--- src/rtl/apb_global_pkg.sv ---
// Shared APB types for the memory completer.
// Adds completer FSM states and the wait-state limit.
package apb_global_pkg;

  typedef enum logic {
    READ  = 1'b0,
    WRITE = 1'b1
  } tx_type_e;

  typedef enum logic {
    OKAY  = 1'b0,
    ERROR = 1'b1
  } slave_error_e;

  typedef enum logic [2:0] {
    NRM_SEC_DATA   = 3'b000,
    PRV_SEC_DATA   = 3'b001,
    NRM_NSEC_DATA  = 3'b010,
    PRV_NSEC_DATA  = 3'b011,
    NRM_SEC_INSTR  = 3'b100,
    PRV_SEC_INSTR  = 3'b101,
    NRM_NSEC_INSTR = 3'b110,
    PRV_NSEC_INSTR = 3'b111
  } protection_type_e;

  typedef enum logic {
    IDLE   = 1'b0,
    ACCESS = 1'b1
  } apb_slv_state_e;

  localparam int unsigned MAX_WAIT_STATES = 15;

endpackage

--- src/rtl/apb_slave_mem_responder_if.sv ---
// APB4 completer-side bus bundle.
// Master drives the request, slave drives the response.
interface apb_slave_mem_responder_if #(
  parameter int unsigned ADDRESS_WIDTH = 32,
  parameter int unsigned DATA_WIDTH    = 32
);

  logic                      pselx;
  logic                      penable;
  logic                      pwrite;
  logic [ADDRESS_WIDTH-1:0]  paddr;
  logic [DATA_WIDTH-1:0]     pwdata;
  logic [DATA_WIDTH/8-1:0]   pstrb;
  logic [2:0]                pprot;
  logic                      pready;
  logic [DATA_WIDTH-1:0]     prdata;
  logic                      pslverr;

  modport master (
    output pselx, penable, pwrite,
    output paddr, pwdata, pstrb, pprot,
    input  pready, prdata, pslverr
  );

  modport slave (
    input  pselx, penable, pwrite,
    input  paddr, pwdata, pstrb, pprot,
    output pready, prdata, pslverr
  );

endinterface

--- src/rtl/apb_slave_mem_array.sv ---
// Word storage with per-byte write enables,
// synchronous clear and a combinational read port.
module apb_slave_mem_array #(
  parameter int unsigned DEPTH = 64,
  parameter int unsigned DW    = 32,
  parameter int unsigned IW    = 6
) (
  input  logic            clk_i,
  input  logic            rst_i,
  input  logic            we_i,
  input  logic [IW-1:0]   widx_i,
  input  logic [DW/8-1:0] wstrb_i,
  input  logic [DW-1:0]   wdata_i,
  input  logic [IW-1:0]   ridx_i,
  output logic [DW-1:0]   rdata_o
);

  logic [DW-1:0] mem_q [DEPTH];

  always_ff @(posedge clk_i) begin
    if (rst_i) begin
      for (int i = 0; i < DEPTH; i++) begin
        mem_q[i] <= '0;
      end
    end else if (we_i) begin
      for (int b = 0; b < DW/8; b++) begin
        if (wstrb_i[b]) begin
          mem_q[widx_i][b*8 +: 8] <= wdata_i[b*8 +: 8];
        end
      end
    end
  end

  assign rdata_o = (32'(ridx_i) < DEPTH) ? mem_q[ridx_i] : '0;

endmodule

--- src/rtl/apb_slave_mem_responder.sv ---
// APB4 memory completer with wait states and range/alignment errors.
// Optional secure-region check: define APB_SLAVE_PROT_CHECK_EN.
module apb_slave_mem_responder
  import apb_global_pkg::*;
#(
  parameter int unsigned ADDRESS_WIDTH = 32,
  parameter int unsigned DATA_WIDTH    = 32,
  parameter int unsigned MEM_DEPTH     = 64,
  parameter logic [ADDRESS_WIDTH-1:0] BASE_ADDR = '0
) (
  input  logic                    pclk,
  input  logic                    preset,
  apb_slave_mem_responder_if.slave bus,
  input  logic [3:0]              wait_states_i
);

  localparam int unsigned NB   = DATA_WIDTH / 8;
  localparam int unsigned OFFS = $clog2(NB);
  localparam int unsigned IW   =
    (MEM_DEPTH > 1) ? $clog2(MEM_DEPTH) : 1;
  localparam int unsigned CW   =
    $clog2(MAX_WAIT_STATES + 1);
  localparam int unsigned AW1  = ADDRESS_WIDTH + 1;
  localparam logic [ADDRESS_WIDTH:0] LIMIT =
    {1'b0, BASE_ADDR} + AW1'(MEM_DEPTH * NB);
  localparam logic [ADDRESS_WIDTH-1:0] AMASK =
    ADDRESS_WIDTH'(NB - 1);

  apb_slv_state_e state_q, state_d;
  logic [CW-1:0]  cnt_q, cnt_d;
  logic           pready_q, pready_d;
  logic [DATA_WIDTH-1:0] prdata_q, prdata_d;
  slave_error_e   pslverr_q, pslverr_d;

  logic [ADDRESS_WIDTH-1:0] addr_q, addr_d;
  tx_type_e                 pwrite_q, pwrite_d;
  logic [DATA_WIDTH-1:0]    wdata_q, wdata_d;
  logic [NB-1:0]            strb_q, strb_d;
  protection_type_e         prot_q, prot_d;

  logic                     is_idle;
  logic [ADDRESS_WIDTH-1:0] a_sel;
  logic [ADDRESS_WIDTH-1:0] off;
  logic [2:0]               p_sel;
  logic                     w_sel;
  logic [IW-1:0]            idx;
  logic                     range_err;
  logic                     align_err;
  logic                     prot_err;
  logic                     err;
  logic [DATA_WIDTH-1:0]    rd_word;
  logic [DATA_WIDTH-1:0]    rd_val;
  logic                     mem_we;

  // Decode from the bus during setup, from latched fields afterwards
  assign is_idle = (state_q == IDLE);
  assign a_sel   = is_idle ? bus.paddr  : addr_q;
  assign p_sel   = is_idle ? bus.pprot  : prot_q;
  assign w_sel   = is_idle ? bus.pwrite : (pwrite_q == WRITE);
  assign off     = a_sel - BASE_ADDR;
  assign idx     = IW'(off >> OFFS);

  assign range_err =
    ({1'b0, a_sel} < {1'b0, BASE_ADDR}) ||
    ({1'b0, a_sel} >= LIMIT);
  assign align_err = |(a_sel & AMASK);

`ifdef APB_SLAVE_PROT_CHECK_EN
  assign prot_err =
    p_sel[1] && (32'(idx) < (MEM_DEPTH / 2));
`else
  logic unused_prot;
  assign unused_prot = ^p_sel;
  assign prot_err    = 1'b0;
`endif

  assign err    = range_err | align_err | prot_err;
  assign rd_val = (err || w_sel) ? '0 : rd_word;

  apb_slave_mem_array #(
    .DEPTH (MEM_DEPTH),
    .DW    (DATA_WIDTH),
    .IW    (IW)
  ) u_mem (
    .clk_i   (pclk),
    .rst_i   (preset),
    .we_i    (mem_we),
    .widx_i  (idx),
    .wstrb_i (strb_q),
    .wdata_i (wdata_q),
    .ridx_i  (idx),
    .rdata_o (rd_word)
  );

  always_ff @(posedge pclk) begin
    if (preset) begin
      state_q   <= IDLE;
      cnt_q     <= '0;
      pready_q  <= 1'b0;
      prdata_q  <= '0;
      pslverr_q <= OKAY;
      addr_q    <= '0;
      pwrite_q  <= READ;
      wdata_q   <= '0;
      strb_q    <= '0;
      prot_q    <= NRM_SEC_DATA;
    end else begin
      state_q   <= state_d;
      cnt_q     <= cnt_d;
      pready_q  <= pready_d;
      prdata_q  <= prdata_d;
      pslverr_q <= pslverr_d;
      addr_q    <= addr_d;
      pwrite_q  <= pwrite_d;
      wdata_q   <= wdata_d;
      strb_q    <= strb_d;
      prot_q    <= prot_d;
    end
  end

  always_comb begin
    state_d   = state_q;
    cnt_d     = cnt_q;
    pready_d  = pready_q;
    prdata_d  = prdata_q;
    pslverr_d = pslverr_q;
    addr_d    = addr_q;
    pwrite_d  = pwrite_q;
    wdata_d   = wdata_q;
    strb_d    = strb_q;
    prot_d    = prot_q;
    mem_we    = 1'b0;
    unique case (state_q)
      IDLE: begin
        if (bus.pselx && !bus.penable) begin
          addr_d   = bus.paddr;
          pwrite_d = bus.pwrite ? WRITE : READ;
          wdata_d  = bus.pwdata;
          strb_d   = bus.pstrb;
          prot_d   = protection_type_e'(bus.pprot);
          cnt_d    = wait_states_i;
          state_d  = ACCESS;
          if (wait_states_i == '0) begin
            pready_d  = 1'b1;
            prdata_d  = rd_val;
            pslverr_d = err ? ERROR : OKAY;
          end
        end
      end
      ACCESS: begin
        if (!bus.pselx) begin
          state_d   = IDLE;
          cnt_d     = '0;
          pready_d  = 1'b0;
          prdata_d  = '0;
          pslverr_d = OKAY;
        end else if (bus.penable) begin
          if (pready_q) begin
            mem_we    = w_sel && !err;
            state_d   = IDLE;
            cnt_d     = '0;
            pready_d  = 1'b0;
            prdata_d  = '0;
            pslverr_d = OKAY;
          end else if (cnt_q > 1) begin
            cnt_d = cnt_q - 1'b1;
          end else begin
            cnt_d     = '0;
            pready_d  = 1'b1;
            prdata_d  = rd_val;
            pslverr_d = err ? ERROR : OKAY;
          end
        end
      end
      default: state_d = IDLE;
    endcase
  end

  assign bus.pready  = pready_q;
  assign bus.prdata  = prdata_q;
  assign bus.pslverr = (pslverr_q == ERROR);

endmodule

--- src/flat_wrapper.sv ---
// flat-port wrapper written by rule: the top's interface ports become plain ports
module apb_slave_mem_responder_flat import apb_global_pkg::*;
#(
  parameter int unsigned ADDRESS_WIDTH = 32,
  parameter int unsigned DATA_WIDTH    = 32,
  parameter int unsigned MEM_DEPTH     = 64,
  parameter logic [ADDRESS_WIDTH-1:0] BASE_ADDR = '0
)
  (pclk, preset, wait_states_i, bus_pselx, bus_penable, bus_pwrite, bus_paddr, bus_pwdata, bus_pstrb, bus_pprot, bus_pready, bus_prdata, bus_pslverr);
  apb_slave_mem_responder_if #(.ADDRESS_WIDTH(ADDRESS_WIDTH), .DATA_WIDTH(DATA_WIDTH)) bus_i ();
  input  logic pclk;
  input  logic preset;
  input  logic [3:0] wait_states_i;
  input wire logic [$bits(bus_i.pselx)-1:0] bus_pselx;
  input wire logic [$bits(bus_i.penable)-1:0] bus_penable;
  input wire logic [$bits(bus_i.pwrite)-1:0] bus_pwrite;
  input wire logic [$bits(bus_i.paddr)-1:0] bus_paddr;
  input wire logic [$bits(bus_i.pwdata)-1:0] bus_pwdata;
  input wire logic [$bits(bus_i.pstrb)-1:0] bus_pstrb;
  input wire logic [$bits(bus_i.pprot)-1:0] bus_pprot;
  output wire logic [$bits(bus_i.pready)-1:0] bus_pready;
  output wire logic [$bits(bus_i.prdata)-1:0] bus_prdata;
  output wire logic [$bits(bus_i.pslverr)-1:0] bus_pslverr;
  assign bus_i.pselx = bus_pselx;
  assign bus_i.penable = bus_penable;
  assign bus_i.pwrite = bus_pwrite;
  assign bus_i.paddr = bus_paddr;
  assign bus_i.pwdata = bus_pwdata;
  assign bus_i.pstrb = bus_pstrb;
  assign bus_i.pprot = bus_pprot;
  assign bus_pready = bus_i.pready;
  assign bus_prdata = bus_i.prdata;
  assign bus_pslverr = bus_i.pslverr;
  apb_slave_mem_responder #(.ADDRESS_WIDTH(ADDRESS_WIDTH), .DATA_WIDTH(DATA_WIDTH), .MEM_DEPTH(MEM_DEPTH), .BASE_ADDR(BASE_ADDR)) u_core (.pclk(pclk), .preset(preset), .bus(bus_i), .wait_states_i(wait_states_i));
endmodule
--- config.mk ---
export PLATFORM = sky130hd
export DESIGN_NAME = apb_slave_mem_responder_flat
export DESIGN_NICKNAME = d
export VERILOG_FILES = /design/src/rtl/apb_global_pkg.sv /design/src/rtl/apb_slave_mem_responder_if.sv /design/src/rtl/apb_slave_mem_array.sv /design/src/rtl/apb_slave_mem_responder.sv /design/src/flat_wrapper.sv
export SDC_FILE = /design/constraint.sdc
export NUM_CORES = 2
export LEC_CHECK = 0
export ABC_AREA = 0
export ABC_CLOCK_PERIOD_IN_PS = 2800
export CAP_MARGIN = 20
export CORE_MARGIN = 3
export CORE_UTILIZATION = 57
export DETAILED_ROUTE_END_ITERATION = 16
export PLACE_DENSITY = 0.76
export SYNTH_ARGS = -nofsm -noshare
export SYNTH_HDL_FRONTEND = slang
export SYNTH_SLANG_ARGS = --single-unit
--- constraint.sdc ---
create_clock -name pclk -period 2.8 [get_ports pclk]
set_input_delay 0.42 -clock pclk [delete_from_list [all_inputs] [get_ports pclk]]
set_output_delay 0.42 -clock pclk [all_outputs]
set_load 0.05 [all_outputs]
-- Yosys cells after proc, flatten, opt, wreduce, memory -nomap -nowiden
Memory sizes are Yosys's and may differ from the RTL's.
Cells that the tools add are included.
Widths: inputs -> output; s select.
- bits in registers: 108
- memory bits (writable): 2048
- bits of input ports: 80
- output and inout port bits: 34
- memories kept: 1
- memories (name ; depth ; width ; read ports ; clocked after memory_dff ; write ports ; line ; text):
    u_core.u_mem.mem_q ; 64 ; 32 ; 1 ; 0 ; 64 ; apb_slave_mem_array.sv:18 ; logic [DW-1:0] mem_q [DEPTH];
- $add $sub $neg: 1
- magnitude comparators: 2
- equal/unequal tests: 4
- muxes and demuxes: 62
- bitwise gates (word level): 2
- reductions and logical operators: 12
- operator list (operator ; number):
    $mux 32 ; 9
    $pmux 32 s2 ; 1
    $mux 1 ; 41
    $ge 32x9->1 const B ; 1
    $reduce_or 32->1 ; 1
    $mux 4 ; 6
    $pmux 4 s2 ; 1
    $mux 6 ; 1
    $pmux 1 s2 ; 3
    $gt 4x1->1 const B ; 1
    $logic_not 4->1 ; 1
    $ne 2x2->1 const B ; 2
    $ne 4x4->1 const B ; 1
    $reduce_and 2->1 ; 2
    $reduce_and 4->1 ; 1
    $sub 4x1->4 const B ; 1
    $ne 3x3->1 const B ; 1
    $reduce_and 3->1 ; 1
    $logic_and 1x1->1 ; 2
    $logic_not 1->1 ; 2
    $reduce_or 2->1 ; 1
    $logic_or 1x1->1 ; 1
    $not 1->1 ; 1
    $or 1x1->1 ; 1

-- Longest topological paths before layout
- depth after elaboration: 14
- mapped depth: 12
- gate-level depth less buffers: 8

-- Cells and area by module
Synthesis repeated with hierarchy kept, for this count alone.
- cell total of the unflattened synthesis: 6516
- area, all modules: 98020.3 um^2
- by module, submodules not included (module ; times used ; cells each ; area each (um^2)):
    apb_slave_mem_array ; 1 ; 6124 ; 93847.5
    apb_slave_mem_responder ; 1 ; 392 ; 4172.8

-- Worst setup path after synthesis
Ideal clock, no wire load.
- kind: input to register
- from: in bus_paddr[3]
- to: mem u_core.u_mem.mem_q[56][16] (enable)
- setup time: 375 ps
- arrival: 2450 ps
- data required time: 2425 ps
- setup slack: -25 ps
- stages on the path: 8
- cell sequence: buf_2 -> nor2_1 -> a22o_1 -> clkbuf_1 -> clkbuf_1 -> buf_1 -> nand2_1 -> o21bai_1
- RTL lines (element ; line ; text):
    start, declared ; flat_wrapper.sv:17 ; input wire logic [$bits(bus_i.paddr)-1:0] bus_paddr;
    end, declared ; apb_slave_mem_array.sv:18 ;

-- Worst setup path after layout
- from: reg u_core.state_q
- to: reg u_core.prdata_q[19], in the netlist u_core.bus.prdata[19]
- longest elaborated chain between the ends: 10
- elaborated cells between the ends (all ways): 21
- RTL lines (element ; line ; text):
    start, declared ; apb_slave_mem_responder.sv:29 ; apb_slv_state_e state_q, state_d;
    start signal, assigned ; apb_slave_mem_responder.sv:108 ; state_q <= state_d;
    $mux 32 ; apb_slave_mem_responder.sv:57 ; assign a_sel = is_idle ? bus.paddr : addr_q;
    $ge 32x9->1 / $reduce_or 2->1 (equally long branches) ; apb_slave_mem_responder.sv:65, apb_slave_mem_responder.sv:66 ;
    $or 1x1->1 ; apb_slave_mem_responder.sv:77 ; assign err = range_err | align_err | prot_err;
    $logic_or 1x1->1 ; apb_slave_mem_responder.sv:78 ; assign rd_val = (err || w_sel) ? '0 : rd_word;
    $mux 32 ; apb_slave_mem_responder.sv:78 ;
    $mux 32 ; apb_slave_mem_responder.sv:165 ; end else if (cnt_q > 1) begin
    $mux 32 ; apb_slave_mem_responder.sv:158 ; if (pready_q) begin
    $mux 32 ; apb_slave_mem_responder.sv:157 ; end else if (bus.penable) begin
    $mux 32 ; apb_slave_mem_responder.sv:151 ; if (!bus.pselx) begin
    $pmux 32 s2 ; apb_slave_mem_responder.sv:133 ; unique case (state_q)
    end signal, assigned ; apb_slave_mem_responder.sv:111 ; prdata_q <= prdata_d;
    end, declared ; apb_slave_mem_responder.sv:32 ; logic [DATA_WIDTH-1:0] prdata_q, prdata_d;
Parallel ways exist; a longest one is shown, timed or not. The select of a mux whose other input is x is not followed.
A chain may end at the register's enable or synchronous reset.

==> results.sh <==
export IMPL_core_um2=157000
export IMPL_synth_area_leaders="edfxtp_1 (68%), nor2_1 (8.9%), o22ai_1 (6.0%)"
export IMPL_ys_seq_elements=2156
export IMPL_io_buffers=110
export IMPL_dieArea_um2=163000
export IMPL_remaining_drc_errors=0
export IMPL_first_pass_iters=11
export IMPL_grt_pass1_vias=72100
export IMPL_viasPerCell=7.03
export IMPL_syn_area_um2=90300
export IMPL_vdd_drop_max_v=0.000711
export IMPL_grt_pass1_wl_mm=502
export IMPL_synth_flop_cell="edfxtp_1"
export IMPL_tightestPinTransition_ns=1.15
export IMPL_wirelength_mm=366
export IMPL_slew_limit_headroom=0.232
export IMPL_worstSetupEndpointType="register"
export IMPL_rsz0062_at_grt="true"
export IMPL_clock_root_buffer="clkbuf_16"
export IMPL_io_pins=114
export IMPL_path_clk_slew_ns=0.06
export IMPL_hp_class="in -> reg"
export IMPL_syn_avg_cell_area_um2=12.1
export IMPL_synth_fp_nets=7540
export IMPL_reg2reg_depth=10
export IMPL_fp_row_count=145
export IMPL_drive_gt1_frac=0.241
export IMPL_r2r_end="u_core.bus.prdata[19]"
export IMPL_violations="negative setup slack"
export IMPL_htree_levels=4
export IMPL_yosysUniqueCellTypes=59
export IMPL_top_layer="met5"
export IMPL_area_growth_pct=26.7
export IMPL_cts_tree="yes"
export IMPL_crit_arrival_ns=3.75
export IMPL_overflow=0
export IMPL_crit_type="reg -> reg"
export IMPL_clockBufferDepth=3
export IMPL_route_met2_wl_mm=154
export IMPL_placedCellCount=10300
export IMPL_clock_sinks=2156
export IMPL_synth_top_cell_area_share=0.681
export IMPL_yosysSeqAreaShare=0.705
export IMPL_holdPathEnd="u_core.wdata_q[25]"
export IMPL_min_period_ns=2.97
export IMPL_synth_top_area_cell="edfxtp_1"
export IMPL_wl_met3_mm=62.7
export IMPL_clkLatencyLatePin_ns=0.89
export IMPL_synth_edf_count=2048
export IMPL_die_w_um=404
export IMPL_status="finished, violations left"
export IMPL_drv_cap=0
export IMPL_fmax_mhz=336
export IMPL_start_util=0.576
export IMPL_p_leak_uw=0.0398
export IMPL_setup_tns_ns=-0.781
export IMPL_final_net_count=8644
export IMPL_drtIter0Drc=14700
export IMPL_ant_nets=0
export IMPL_grt_max_degree=186
export IMPL_finClkSkew_ns=0.0346
export IMPL_fillers=9965
export IMPL_wire_per_inst_um=33.9
export IMPL_die_y_um=404
export IMPL_grt_antenna_before_repair=14
export IMPL_setup_viol=16
export IMPL_hold_depth=3
export IMPL_async_flop_share=0
export IMPL_yosys_cell_count_top_type="nor2_1"
export IMPL_hold_viol=0
export IMPL_synth_common_cells="nor2_1 (2142), edfxtp_1 (2048), o22ai_1 (859), nand2_1 (650), buf_2 (263)"
export IMPL_pre_cts_ws_ns=-1.04
export IMPL_yosys_warnings=0
export IMPL_cts_buffers=211
export IMPL_crit_required_ns=3.58
export IMPL_critPathMaxFanout=9
export IMPL_gr_usage_all_layers=0.432
export IMPL_crit_path_start_kind="register"
export IMPL_via_count=76000
export IMPL_regToRegSetupSlack_ns=-0.17
export IMPL_hold_slack_ns=0.166
export IMPL_r2r_start="u_core.state_q"
export IMPL_slew_violations=0
export IMPL_min_from="bus_pwdata[25]"
export IMPL_fin_cells=10800
export IMPL_place_hpwl_mm=240
export IMPL_period_share=1.06
export IMPL_setup_slack_ns=-0.174
export IMPL_wl_met1_mm=115
export IMPL_routabilityCongestion=1.06
export IMPL_power_density_nw_per_um2=636
export IMPL_synthCells=7455
-- area by class of cell --
type / instances / area, um^2 / area share
antenna: 15 / 37.5 / 0.000328
timing repair buffer: 1520 / 15500 / 0.136
clock inverter: 123 / 1370 / 0.0120
tap: 2058 / 2570 / 0.0225
clock buffer: 275 / 5750 / 0.0503
multi-input combinational: 4664 / 25400 / 0.222
inverter: 6 / 22.5 / 0.000197
sequential: 2156 / 63700 / 0.557
-- critical path, cell delays in order (launching register included) --
cell      delay [ns]
dfxtp_4         0.40
buf_12          0.16
nand2b_2        0.18
o22a_4          0.25
buf_16          0.17
buf_4           0.19
o22ai_1         0.11
o41ai_2         0.37
buf_4           0.23
nand4_1         0.44
o31ai_2         0.36
-- logic make-up (layout without fill, tap and decap cells) --
logic type	count (synthesis)	in the layout	share of synthesized area
flip-flops	2156	2156	0.705
adder cells (fa/ha/maj)	5	5	0.000693
multiplexers	89	89	0.00991
other	0	15	0
AO/OA/AOI/OAI	1489	1489	0.117
buffers and inverters	635	1924	0.0315
XOR/XNOR	1	1	0.0000970
AND/OR/NAND/NOR	3080	3080	0.136
-- placed cells by master (no fill, tap or decap), drive strengths merged, types with 5 or more instances in the layout --
master / netlist / routed
nor3: 14 / 14
a31oi: 5 / 5
and3: 98 / 98
a32o: 16 / 16
nand2: 686 / 686
diode: 0 / 15
o21bai: 124 / 124
clkinv: 0 / 80
edfxtp: 2048 / 2048
nand4: 38 / 38
a22oi: 36 / 36
nor2: 2143 / 2143
dfxtp: 108 / 108
o221ai: 8 / 8
o22ai: 862 / 862
o41ai: 206 / 206
inv: 6 / 18
nor4: 33 / 33
buf: 381 / 1395
bufinv: 0 / 24
ha: 5 / 5
and2: 5 / 5
o21ai: 25 / 25
a31o: 132 / 132
nand2b: 13 / 13
o31ai: 41 / 41
mux2i: 86 / 86
clkbuf: 248 / 288
o22a: 8 / 8
clkinvlp: 0 / 7
nand3: 32 / 32
clkdlybuf4s50: 0 / 108
a21oi: 8 / 8
-- what timing repair did --
item,4_1_cts,5_1_grt
hold buffers,1,0
gates cloned,12,13
endpoints found under the hold margin,5,0
pin swaps,16,45
setup buffers,51,42
endpoints found under the setup margin,1778,811
resized for setup,85,203
-- metal layers --
metal | vias to the layer above | global-route usage
met4 | 8 | 0.306
met5 | - | 0
met2 | 7855 | 0.627
li1 | 30000 | -
met3 | 2075 | 0.154
met1 | 36100 | 0.541
-- flip-flops by register name (all words and copies together) (netlist names), 4 cells and up --
signal	cells
u_core.u_mem.mem_q	2048
u_core.addr_q	32
u_core.bus.prdata	32
u_core.wdata_q	32
u_core.cnt_q	4
u_core.strb_q	4
-- through the flow --
step / utilization / power (uW) / area, um^2
after floorplan: - / 39600 / 90300
after CTS: 0.718 / 71800 / 113000
final: 0.730 / 72700 / 114000
after global routing: 0.729 / 73900 / 114000
after global placement: 0.664 / 42800 / 104000
after detailed placement: 0.664 / 42900 / 104000
-- power breakdown --
group	switching, uW	total (uW)	internal [uW]
clock	12700	29400	16700
sequential	556	36800	36200
combinational	4030	6460	2430
total	17300	72700	55400
-- how the worst max path moves through the flow --
stage                         from                          to  slack (ns)  cells past startpoint
floorplan             bus_paddr[3]  u_core.u_mem.mem_q[56][16]       -0.02                      8
global placement      bus_paddr[2]       u_core.bus.prdata[19]       -1.55                     10
detailed placement    bus_paddr[2]       u_core.bus.prdata[27]       -1.04                     11
CTS                 u_core.state_q       u_core.bus.prdata[27]       -0.05                     10
global route        u_core.state_q       u_core.bus.prdata[27]       -0.17                     12
finish              u_core.state_q       u_core.bus.prdata[19]       -0.17                     10
No activity file was read; power rests on OpenSTA's default activity.
